[src/rtl/spi_pkg.sv]
// Shared definitions for the SPI master: FSM states, defaults and helpers.
package spi_pkg;

   typedef enum logic [2:0] {
      IDLE   = 3'd0,
      SETUP  = 3'd1,
      SCK_HI = 3'd2,
      SCK_LO = 3'd3,
      HOLD   = 3'd4
   } spi_state_t;

   localparam int unsigned SPI_CLK_DIV_DEFAULT = 4;
   localparam int unsigned SPI_BITS            = 8;

   // Width needed to hold CLK_DIV-1 .. 0 for any legal divider.
   function automatic int unsigned cnt_width(input int unsigned div);
      return $clog2(div + 1);
   endfunction

endpackage

[src/rtl/spi_tick_gen.sv]
// Half-period down-counter: reloads to CLK_DIV-1 on load and issues a
// one-cycle tick when it has counted down to zero.
module spi_tick_gen
   import spi_pkg::*;
#(
   parameter int unsigned CLK_DIV = SPI_CLK_DIV_DEFAULT
) (
   input  logic clk,
   input  logic reset_n,
   input  logic load,
   input  logic en,
   output logic tick
);

   localparam int unsigned CW = cnt_width(CLK_DIV);

   logic [CW-1:0] cnt;

   // Count down from the reload value and park at zero.
   always_ff @(posedge clk or negedge reset_n) begin
      if (!reset_n) begin
         cnt <= '0;
      end else if (load) begin
         cnt <= CW'(CLK_DIV - 1);
      end else if (cnt != '0) begin
         cnt <= cnt - CW'(1);
      end
   end

   assign tick = en && (cnt == '0);

endmodule

[src/rtl/spi_master.sv]
// SPI mode-0 master: one 8-bit MSB-first transfer per accepted start,
// with registered sck/mosi/cs_n and a one-cycle done pulse.
module spi_master
   import spi_pkg::*;
#(
   parameter int unsigned CLK_DIV = SPI_CLK_DIV_DEFAULT
) (
   input  logic       clk,
   input  logic       reset_n,
   input  logic       start,
   input  logic [7:0] tx_data,
   output logic [7:0] rx_data,
   output logic       busy,
   output logic       done,
   output logic       sck,
   output logic       mosi,
   input  logic       miso,
   output logic       cs_n
);

   spi_state_t state;
   logic [6:0] tx_sh;    // remaining tx bits below the one on mosi
   logic [7:0] rx_sh;
   logic [2:0] bit_cnt;  // index of the sck period in progress
   logic       tick;
   logic       load;
   logic       tick_en;

   // Every state change restarts the half-period; in IDLE only an accepted
   // start does, elsewhere every tick moves the FSM on.
   always_comb begin
      load = 1'b0;
      if (state == IDLE) begin
         load = start;
      end else begin
         load = tick;
      end
   end

   assign tick_en = (state != IDLE);

   spi_tick_gen #(
      .CLK_DIV (CLK_DIV)
   ) u_tick (
      .clk     (clk),
      .reset_n (reset_n),
      .load    (load),
      .en      (tick_en),
      .tick    (tick)
   );

   // Transfer FSM with registered SPI pins, shift registers and status.
   always_ff @(posedge clk or negedge reset_n) begin
      if (!reset_n) begin
         state   <= IDLE;
         tx_sh   <= '0;
         rx_sh   <= '0;
         bit_cnt <= '0;
         rx_data <= '0;
         busy    <= 1'b0;
         done    <= 1'b0;
         sck     <= 1'b0;
         mosi    <= 1'b0;
         cs_n    <= 1'b1;
      end else begin
         done <= 1'b0;
         unique case (state)
            IDLE: begin
               sck  <= 1'b0;
               cs_n <= 1'b1;
               mosi <= 1'b0;
               if (start) begin
                  tx_sh   <= tx_data[6:0];
                  mosi    <= tx_data[7];
                  cs_n    <= 1'b0;
                  busy    <= 1'b1;
                  bit_cnt <= '0;
                  state   <= SETUP;
               end
            end
            SETUP, SCK_LO: begin
               if (tick) begin
                  sck   <= 1'b1;
                  rx_sh <= {rx_sh[6:0], miso};
                  state <= SCK_HI;
               end
            end
            SCK_HI: begin
               if (tick) begin
                  sck <= 1'b0;
                  // mosi keeps bit 0 through HOLD after the last fall
                  if (bit_cnt == 3'(SPI_BITS - 1)) begin
                     state <= HOLD;
                  end else begin
                     bit_cnt <= bit_cnt + 3'd1;
                     mosi    <= tx_sh[6];
                     tx_sh   <= {tx_sh[5:0], 1'b0};
                     state   <= SCK_LO;
                  end
               end
            end
            HOLD: begin
               if (tick) begin
                  cs_n    <= 1'b1;
                  busy    <= 1'b0;
                  done    <= 1'b1;
                  mosi    <= 1'b0;
                  rx_data <= rx_sh;
                  bit_cnt <= '0;
                  state   <= IDLE;
               end
            end
            default: begin
               state <= IDLE;
            end
         endcase
      end
   end

endmodule

[config.mk]
export PLATFORM = sky130hd
export DESIGN_NAME = spi_master
export DESIGN_NICKNAME = d
export VERILOG_FILES = /design/src/rtl/spi_pkg.sv /design/src/rtl/spi_tick_gen.sv /design/src/rtl/spi_master.sv
export SDC_FILE = /design/constraint.sdc
export NUM_CORES = 1
export LEC_CHECK = 0
export BUFFER_PORTS_ARGS = -buffer_cell sky130_fd_sc_hd__buf_2
export CORE_ASPECT_RATIO = 0.6
export CORE_MARGIN = 2
export CORE_UTILIZATION = 50
export CTS_BUF_LIST = sky130_fd_sc_hd__clkbuf_16
export DETAILED_ROUTE_END_ITERATION = 12
export PLACE_DENSITY = 0.7
export SYNTH_ARGS = -nofsm -noshare
export SYNTH_HDL_FRONTEND = slang
export SYNTH_SLANG_ARGS = --single-unit
[constraint.sdc]
create_clock -name clk -period 2.56 [get_ports clk]
set_input_delay 0.384 -clock clk [delete_from_list [all_inputs] [get_ports clk]]
set_output_delay 0.384 -clock clk [all_outputs]
set_load 0.01 [all_outputs]
==> qor.yml, run 1 <==
outcome:
  status: "finished, final reports clean"
place:
  portBuffers: 24
  place_congestion: 0.766
  dpl.hpwl_um: 2020
global_routing:
  grt_start_max_net_pins: 38
  gr-total-overflow: 0
  grt_pass1_wl_um: 5090
  grt_pass1_vias: 1068
  grtUsageTotal_pct: 17.6
  antenna_found_initial: 0
floorplanning:
  io_pins: 25
  die_w_um: 78.8
  start_util_pct: 52.0
  fp-row-count: 16
  core_sq_um: 3220
  die_h_um: 48.9
  die_area_sq_um: 3850
timing:
  finalSetupViolCount: 0
  report.final.slew_viol_count: 0
  skew_ns: 0.00514
  fmax_ghz: 0.481
  setup-tns-final_ns: 0
  rsz0062_at_grt: "false"
  max-slew-margin-rel_pct: 47.0
  hold_viol: 0
  fin_crit_sh_pct: 81.2
  tightest_slew_ns: 0.795
  min_period_ns: 2.08
yosys:
  synth_nets: 157
  synth_seq_cells: 37
  synth_edf_count: 0
  async_flop_share_pct: 100
  syn_area_per_cell_sq_um: 11.9
  yosys_warnings: 0
  syn_inst: 141
  ys.flop_type: "dfrtp_1"
  yosysUniqueCellTypes: 36
  ys_seq_area_share_pct: 55.3
  synthesis.area_sq_um: 1680
drt:
  ant_nets: 0
  num_vias: 1108
  wl_per_cell_um: 13.7
  drc: 0
  wl_um: 2900
  viasPerCell: 5.25
  firstDrtPassIters: 4
  drt_first_iter_violations: 100
layout:
  drive_gt1_share_pct: 24.1
  most-common-layout-cells: "dfrtp_1, buf_2, nor2_1"
  diodes: 0
  n_fill_cell: 267
  layout_commonest_cell: "dfrtp_1"
  nets: 182
  area_growth_pct: 16.0
  post-route-util_pct: 60.3
setup_path:
  crit_top_cell: "ha_1"
  cp.arrival_ns: 2.23
  slowest_delay_ns: 0.40
  crit_path_max_fanout: 12
  critical_path.top_delay_family: "adder cells"
  cp_data_required_time_ns: 2.71
  end_kind: "flip-flop"
  start_kind: "flip-flop"
  critPathKind: "flip-flop to flip-flop"
  crit_slowest_cell: "ha_1"
  crit_chain: "inv_1, ha_1, ha_1, inv_2, nor4b_2, buf_4, mux2_1"
  worst-path-buf-inv: 3
run:
  maxCapViolCount: 0
clock_tree:
  cts.repair.resized: 0
  h-tree-depth: 2
  cts_tree: "done"
  clkSinkCount: 37
  cts.reportedPaths.clkPinSlew_ns: 0.05
  clkLatencyLatePin_ns: 0.27
  cts-hold-fix-buffers: 0
  cts_setup_buffers: 0
  root_buffer: "clkbuf_16"
  numCtsBuffers: 5
  cts_buffer_depth: 2
hold_path:
  worstHoldPathType: "input pin to async pin"
power:
  vdd_ir_drop_max_uv: 587
  power_leakage_nw: 0.963
  power_density_nw_per_um2: 1120
==> routing by layer <==
metal | wire length, um | up-vias | part of all wire, % | GRT usage (%)
met2 | 1230 | 32 | 42 | 24.2
met5 | 0 | - | 0 | 0
li1 | - | 541 | - | -
met4 | 67 | 0 | 2.3 | 8.77
met3 | 162 | 7 | 5.6 | 5.37
met1 | 1440 | 528 | 50 | 25.4
==> report_power, final <==
| group | leakage (nW) | total [W] | switching (W) | internal, W |
|---|---|---|---|---|
| sequential | 0.461 | 0.000938 | 0.000151 | 0.000787 |
| clock | 0.0685 | 0.000551 | 0.000204 | 0.000347 |
| combinational | 0.434 | 0.000690 | 0.000373 | 0.000318 |
==> synth_stat cells, drive strengths merged, types with 2 or more instances <==
cell type	instances	area, sq um
dfrtp	36	901
nor2	19	71.3
mux2	18	203
a21oi	13	72.6
buf	7	48.8
mux2i	7	70.1
inv	6	22.5
ha	4	50.1
nand2	4	17.5
nand2b	3	18.8
o21ai	3	15.0
a22o	2	17.5
nand3	2	10.0
nand3b	2	15.0
nor3	2	15.0
==> cells by family (layout without fill, tap and decap cells) <==
| family | Yosys count | count (layout) | synth area share, % |
|---|---|---|---|
| buf+inv | 13 | 38 | 4.25 |
| mux | 25 | 25 | 16.3 |
| fa+ha+maj | 4 | 4 | 2.99 |
| compound gates | 25 | 25 | 9.63 |
| simple gates | 37 | 37 | 11.6 |
| flops | 37 | 37 | 55.3 |
==> final cells by class <==
cell class,instances,area [sq um],area share (%)
flip-flops and latches,37,927,47.7
multi-input cells,91,678,34.9
repair buffers,25,128,6.56
clock buffers,5,125,6.44
well taps,45,56.3,2.90
inverters,6,22.5,1.16
clock inverters,2,7.51,0.386
==> sequential cells by signal, summed over array words and instances, names as in the netlist <==
name,flops
done,1
tx_sh,7
u_tick.cnt,3
busy,1
rx_sh,8
mosi,1
rx_data,8
state,3
bit_cnt,3
cs_n,1
sck,1
==> stage by stage <==
step | hold WS [ns] | setup slack, ns | instance area [sq um] | std cells | total power, W
after CTS | 0.228 | 0.476 | 1940 | 211 | 0.00220
after floorplan | 0.0884 | 0.827 | 1680 | 141 | 0.00151
final | 0.199 | 0.480 | 1940 | 211 | 0.00218
after global placement | 0.452 | 0.595 | 1810 | 204 | 0.00159
after global routing | 0.269 | 0.295 | 1940 | 211 | 0.00236
after detailed placement | 0.466 | 0.480 | 1810 | 204 | 0.00164
==> final timing paths <==
kind,start,end,slack (ns),cells after the start
setup / recovery,u_tick.cnt[0],rx_data[7],0.48,7
setup reg to reg,u_tick.cnt[0],rx_data[7],0.48,7
hold reg to reg,u_tick.cnt[0],u_tick.cnt[0],0.47,1
hold / removal,reset_n,rx_sh[0],0.20,1
max in group asynchronous,reset_n,bit_cnt[1],1.86,1
min in group clk,miso,rx_sh[0],0.33,2
Power figures use the tool's default switching activity.
==> run 2: changes to the inputs <==
- clock period: 2.56 -> 2.15 ns (I/O delays scaled with it)
==> qor.yml, run 2 (synthesis gave the netlist of run 1 again) <==
power:
  power_density_nw_per_um2: 1350  # was 1120 nW/um^2
  vdd_ir_drop_max_uv: 664  # was 587 uV
  power_w: 0.00265  # was 0.00218 W
  power_leakage_nw: 0.974  # was 0.963 nW
layout:
  layout_commonest_cell: "dfrtp_1"  # unchanged
  post-route-util_pct: 60.9  # was 60.3%
  nets: 184  # was 182
  area_growth_pct: 17.2  # was 16.0%
  regArea_sq_um: 927  # unchanged
  drive_gt1_share_pct: 25.4  # was 24.1%
  diodes: 0  # unchanged
  stdcell_count: 214  # was 211
  multiInputGateArea_sq_um: 678  # unchanged
  n_fill_cell: 274  # was 267
  most-common-layout-cells: "dfrtp_1, buf_2, nor2_1"  # unchanged
  reg_top3: "rx_data: 8 flops, rx_sh: 8 flops, tx_sh: 7 flops"  # unchanged
  final_area_sq_um: 1960  # was 1940 sq um
clock_tree:
  cts_buffer_depth: 2  # unchanged
  numCtsBuffers: 5  # unchanged
  clkLatencyLatePin_ns: 0.27  # about the same
  root_buffer: "clkbuf_16"  # unchanged
  clkSinkCount: 37  # unchanged
  cts.reportedPaths.clkPinSlew_ns: 0.05  # about the same
  cts_tree: "done"  # unchanged
  h-tree-depth: 2  # unchanged
  cts.repair.resized: 0  # unchanged
  cts-hold-fix-buffers: 0  # unchanged
  cts_setup_buffers: 0  # unchanged
drt:
  firstDrtPassIters: 4  # unchanged
  viasPerCell: 5.32  # was 5.25
  ant_nets: 0  # unchanged
  num_vias: 1139  # was 1108
  wl_per_cell_um: 14.0  # was 13.7 um
  wl_um: 2990  # was 2900 um
  drt_first_iter_violations: 79  # was 100
  drc: 0  # unchanged
floorplanning:
  die_area_sq_um: 3850  # unchanged
  die_h_um: 48.9  # unchanged
  fp-row-count: 16  # unchanged
  die_w_um: 78.8  # unchanged
  start_util_pct: 52.0  # unchanged
  io_pins: 25  # unchanged
  core_sq_um: 3220  # unchanged
timing:
  hold_viol: 0  # unchanged
  finalSetupViolCount: 0  # unchanged
  skew_ns: 0.00336  # was 0.00514 ns
  rsz0062_at_grt: "false"  # unchanged
  tightest_slew_ns: 0.800  # was 0.795 ns
  fmax_ghz: 0.554  # was 0.481 GHz
  setup-tns-final_ns: 0  # unchanged
  fin_crit_sh_pct: 83.9  # was 81.2%
  max-slew-margin-rel_pct: 46.7  # was 47.0%
  min_period_ns: 1.80  # was 2.08 ns
  report.final.slew_viol_count: 0  # unchanged
setup_path:
  start_kind: "flip-flop"  # unchanged
  cp_data_required_time_ns: 2.30  # was 2.71 ns
  r2r_setup_slack_ns: 0.35  # was 0.48 ns
  critPathKind: "flip-flop to flip-flop"  # unchanged
  crit_path_max_fanout: 11  # was 12
  cp.arrival_ns: 1.95  # was 2.23 ns
  end_kind: "flip-flop"  # unchanged
global_routing:
  antenna_found_initial: 0  # unchanged
  grt_pass1_wl_um: 5020  # was 5090 um
  grt_pass1_vias: 1093  # was 1068
  grt_start_max_net_pins: 38  # unchanged
  gr-total-overflow: 0  # unchanged
  grtUsageTotal_pct: 17.2  # was 17.6%
place:
  place_congestion: 0.775  # was 0.766
  portBuffers: 24  # unchanged
  placed_area_sq_um: 1830  # was 1810 sq um
  post-place-cells: 206  # was 204
  dpl.hpwl_um: 2160  # was 2020 um
run:
  maxCapViolCount: 0  # unchanged
outcome:
  status: "finished, final reports clean"  # unchanged
hold_path:
  worstHoldPathType: "input pin to async pin"  # unchanged
==> run 2: cell count changes in the layout (fill, tap and decap cells not counted), sizes merged <==
cell / delta
buf: +2
inv: -1
clkinv: +2
==> run 2: critical path: stages, from the launching register on <==
cell and delay, ns:
dfrtp_1 0.39, inv_1 0.06, ha_1 0.14, ha_1 0.19, inv_2 0.07, nor4b_2 0.24, buf_4 0.23, mux2_1 0.36
==> run 2: path summary, 6_finish.rpt <==
check                              startpoint          to  cells after the start
max in group asynchronous             reset_n  rx_data[3]                      1
worst min register to register     rx_data[4]  rx_data[4]                      1
worst max-delay path            u_tick.cnt[0]  rx_data[7]                      7
worst min-delay path                  reset_n  rx_data[4]                      1
min in group clk                         miso    rx_sh[0]                      2
worst max register to register  u_tick.cnt[0]  rx_data[7]                      7
==> run 2: report_power, final <==
| part | total (W) | switching [W] | internal (W) |
|---|---|---|---|
| Combinational | 0.000847 | 0.000447 | 0.000400 |
| Clock | 0.000672 | 0.000254 | 0.000418 |
| Sequential | 0.00113 | 0.000193 | 0.000937 |
==> run 2: layout make-up <==
cell class / count / share of cell area (%)
Sequential cell: 37 / 47.2
Clock buffer: 5 / 6.37
Clock inverter: 3 / 0.637
Tap cell: 45 / 2.87
Multi-Input combinational cell: 91 / 34.5
Inverter: 6 / 1.15
Timing Repair Buffer: 27 / 7.26
==> run 2: per-layer routing <==
| metal | share of wire, % | vias up | track usage [%] | wire, um |
|---|---|---|---|---|
| met4 | 0.97 | 0 | 5.56 | 29 |
| met1 | 47 | 564 | 23.7 | 1420 |
| met2 | 47 | 24 | 26.1 | 1410 |
| li1 | - | 547 | - | - |
| met5 | 0 | - | 0 | 0 |
| met3 | 4.4 | 4 | 5.56 | 132 |
==> run 2: stage by stage <==
step	setup WS, ns	hold slack, ns
final	0.346	0.138
after global routing	0.214	0.198
after CTS	0.337	0.165
after detailed placement	0.364	0.453
after global placement	0.444	0.446
after floorplan	0.417	0.0269
==> run 3: changes to the inputs <==
- PLACE_DENSITY: 0.7 -> 0.73
- clock period: 2.15 -> 1.5 ns (I/O delays scaled with it)
==> qor.yml, run 3 (synthesis gave the netlist of run 1 again) <==
setup_path:
  end_kind: "flip-flop"  # unchanged
  cp.arrival_ns: 1.87  # was 1.95 ns
  start_kind: "flip-flop"  # unchanged
  cp_data_required_time_ns: 1.66  # was 2.30 ns
  critical_path.top_delay_family: "flip-flops"  # unchanged
  crit_path_max_fanout: 10  # was 11
  worst-path-buf-inv: 3  # unchanged
  slowest_delay_ns: 0.39  # about the same
  crit_chain: "inv_1, ha_2, ha_4, inv_4, nor4b_4, buf_12, mux2_4"  # was inv_1, ha_1, ha_1, inv_2, nor4b_2, buf_4, mux2_1
  critPathKind: "flip-flop to flip-flop"  # unchanged
  crit_slowest_cell: "dfrtp_1"  # unchanged
drt:
  drt_first_iter_violations: 109  # was 79
  drc: 0  # unchanged
  ant_nets: 0  # unchanged
  viasPerCell: 5.33  # was 5.32
  num_vias: 1268  # was 1139
  firstDrtPassIters: 5  # was 4
  wl_um: 3820  # was 2990 um
  wl_per_cell_um: 16.1  # was 14.0 um
clock_tree:
  cts_tree: "done"  # unchanged
  cts_buffer_depth: 2  # unchanged
  clkLatencyLatePin_ns: 0.28  # was 0.27 ns
  numCtsBuffers: 5  # unchanged
  cts.reportedPaths.clkPinSlew_ns: 0.05  # about the same
  clkSinkCount: 37  # unchanged
  root_buffer: "clkbuf_16"  # unchanged
  h-tree-depth: 2  # unchanged
floorplanning:
  core_sq_um: 3220  # unchanged
  io_pins: 25  # unchanged
  fp-row-count: 16  # unchanged
  die_area_sq_um: 3850  # unchanged
  die_w_um: 78.8  # unchanged
  die_h_um: 48.9  # unchanged
  start_util_pct: 52.0  # unchanged
global_routing:
  grtUsageTotal_pct: 23.4  # was 17.2%
  gr-total-overflow: 0  # unchanged
  grt_pass1_wl_um: 6560  # was 5020 um
  grt_start_max_net_pins: 24  # was 38
  antenna_found_initial: 0  # unchanged
  grt_pass1_vias: 1314  # was 1093
timing:
  report.final.slew_viol_count: 0  # unchanged
  skew_ns: 0.00178  # was 0.00336 ns
  fin_crit_sh_pct: 114  # was 83.9%
  rsz0062_at_grt: "true"  # was false
  holdWs_ns: 0.183  # was 0.138 ns
  min_period_ns: 1.71  # was 1.80 ns
  hold_viol: 0  # unchanged
  final.setup.worst_slack_ns: -0.207  # was 0.346 ns
  tightest_slew_ns: 0.395  # was 0.800 ns
  finalSetupViolCount: 32  # was 0
  fmax_ghz: 0.586  # was 0.554 GHz
  max-slew-margin-rel_pct: 73.7  # was 46.7%
power:
  vdd_ir_drop_max_uv: 1110  # was 664 uV
  power_leakage_nw: 1.16  # was 0.974 nW
  power_density_nw_per_um2: 1970  # was 1350 nW/um^2
  power_w: 0.00461  # was 0.00265 W
layout:
  post-route-util_pct: 72.6  # was 60.9%
  n_fill_cell: 213  # was 274
  most-common-layout-cells: "dfrtp_1, buf_2, buf_4"  # was dfrtp_1, buf_2, nor2_1
  area_growth_pct: 39.5  # was 17.2%
  diodes: 0  # unchanged
  nets: 208  # was 184
  layout_commonest_cell: "dfrtp_1"  # unchanged
  reg_top3: "rx_data: 8 flops, rx_sh: 8 flops, tx_sh: 7 flops"  # unchanged
  drive_gt1_share_pct: 50.3  # was 25.4%
hold_path:
  worstHoldPathType: "input pin to flip-flop"  # was input pin to async pin
run:
  maxCapViolCount: 0  # unchanged
place:
  place_congestion: 0.806  # was 0.775
  portBuffers: 24  # unchanged
  dpl.hpwl_um: 2450  # was 2160 um
outcome:
  status: "complete, but fails checks"  # was finished, final reports clean
  failed_checks: "negative setup slack"
## run 3: changes by cell type in the layout (fill, tap and decap cells not counted), moves of 2 or more
cell / change
a21oi_1: -3
a21oi_2: +3
buf_12: +3
buf_4: +17
buf_6: +3
ha_1: -3
ha_2: +2
mux2_1: -16
mux2_4: +17
nor2_1: -7
nor2_2: +6
## run 3: through the flow
stage	cells	instance area, sq um	worst slack, ns	setup TNS [ns]
3_3_place_gp	221	2030	-0.134	-1.90
3_5_place_dp	221	2030	-0.190	-2.96
2_1_floorplan	141	1730	-0.121	-1.55
4_1_cts	236	2280	-0.196	-4.50
5_1_grt	238	2340	-0.252	-5.81
6_report	238	2340	-0.207	-4.13
## run 3: final timing paths
kind	from	endpoint	slack (ns)	depth (start not counted)
min reg2reg	busy	busy	0.51	2
max reg2reg	u_tick.cnt[0]	rx_data[2]	-0.21	7
min in group asynchronous	reset_n	tx_sh[2]	0.39	2
min	miso	rx_sh[0]	0.18	2
max in group asynchronous	reset_n	cs_n	0.58	3
max	u_tick.cnt[0]	rx_data[2]	-0.21	7
## run 3: layout make-up
type / count / area [sq um] / area share (%)
Sequential cell: 37 / 927 / 39.6
Multi-Input combinational cell: 91 / 820 / 35.0
Timing Repair Buffer: 51 / 374 / 16.0
Clock buffer: 5 / 125 / 5.35
Tap cell: 45 / 56.3 / 2.41
Inverter: 6 / 25.0 / 1.07
Clock inverter: 3 / 11.3 / 0.482
## run 3: metal layers
| metal | part of all wire [%] | global-route usage (%) |
|---|---|---|
| met1 | 46 | 31.2 |
| met2 | 48 | 36.8 |
| met3 | 4.4 | 7.78 |
| met4 | 1.9 | 7.02 |
| met5 | 0 | 0 |
## run 3: repair_timing
item	in CTS	in global routing
setup buffers	6	4
resized for setup	17	15
hold endpoints to repair	14	0
pin swaps	1	5
hold buffers	1	0
setup endpoints to repair	28	35
## run 3: power breakdown
| part | internal, W | switching [W] |
|---|---|---|
| Sequential | 0.00135 | 0.000266 |
| Clock | 0.000597 | 0.000380 |
| Combinational | 0.00111 | 0.000906 |
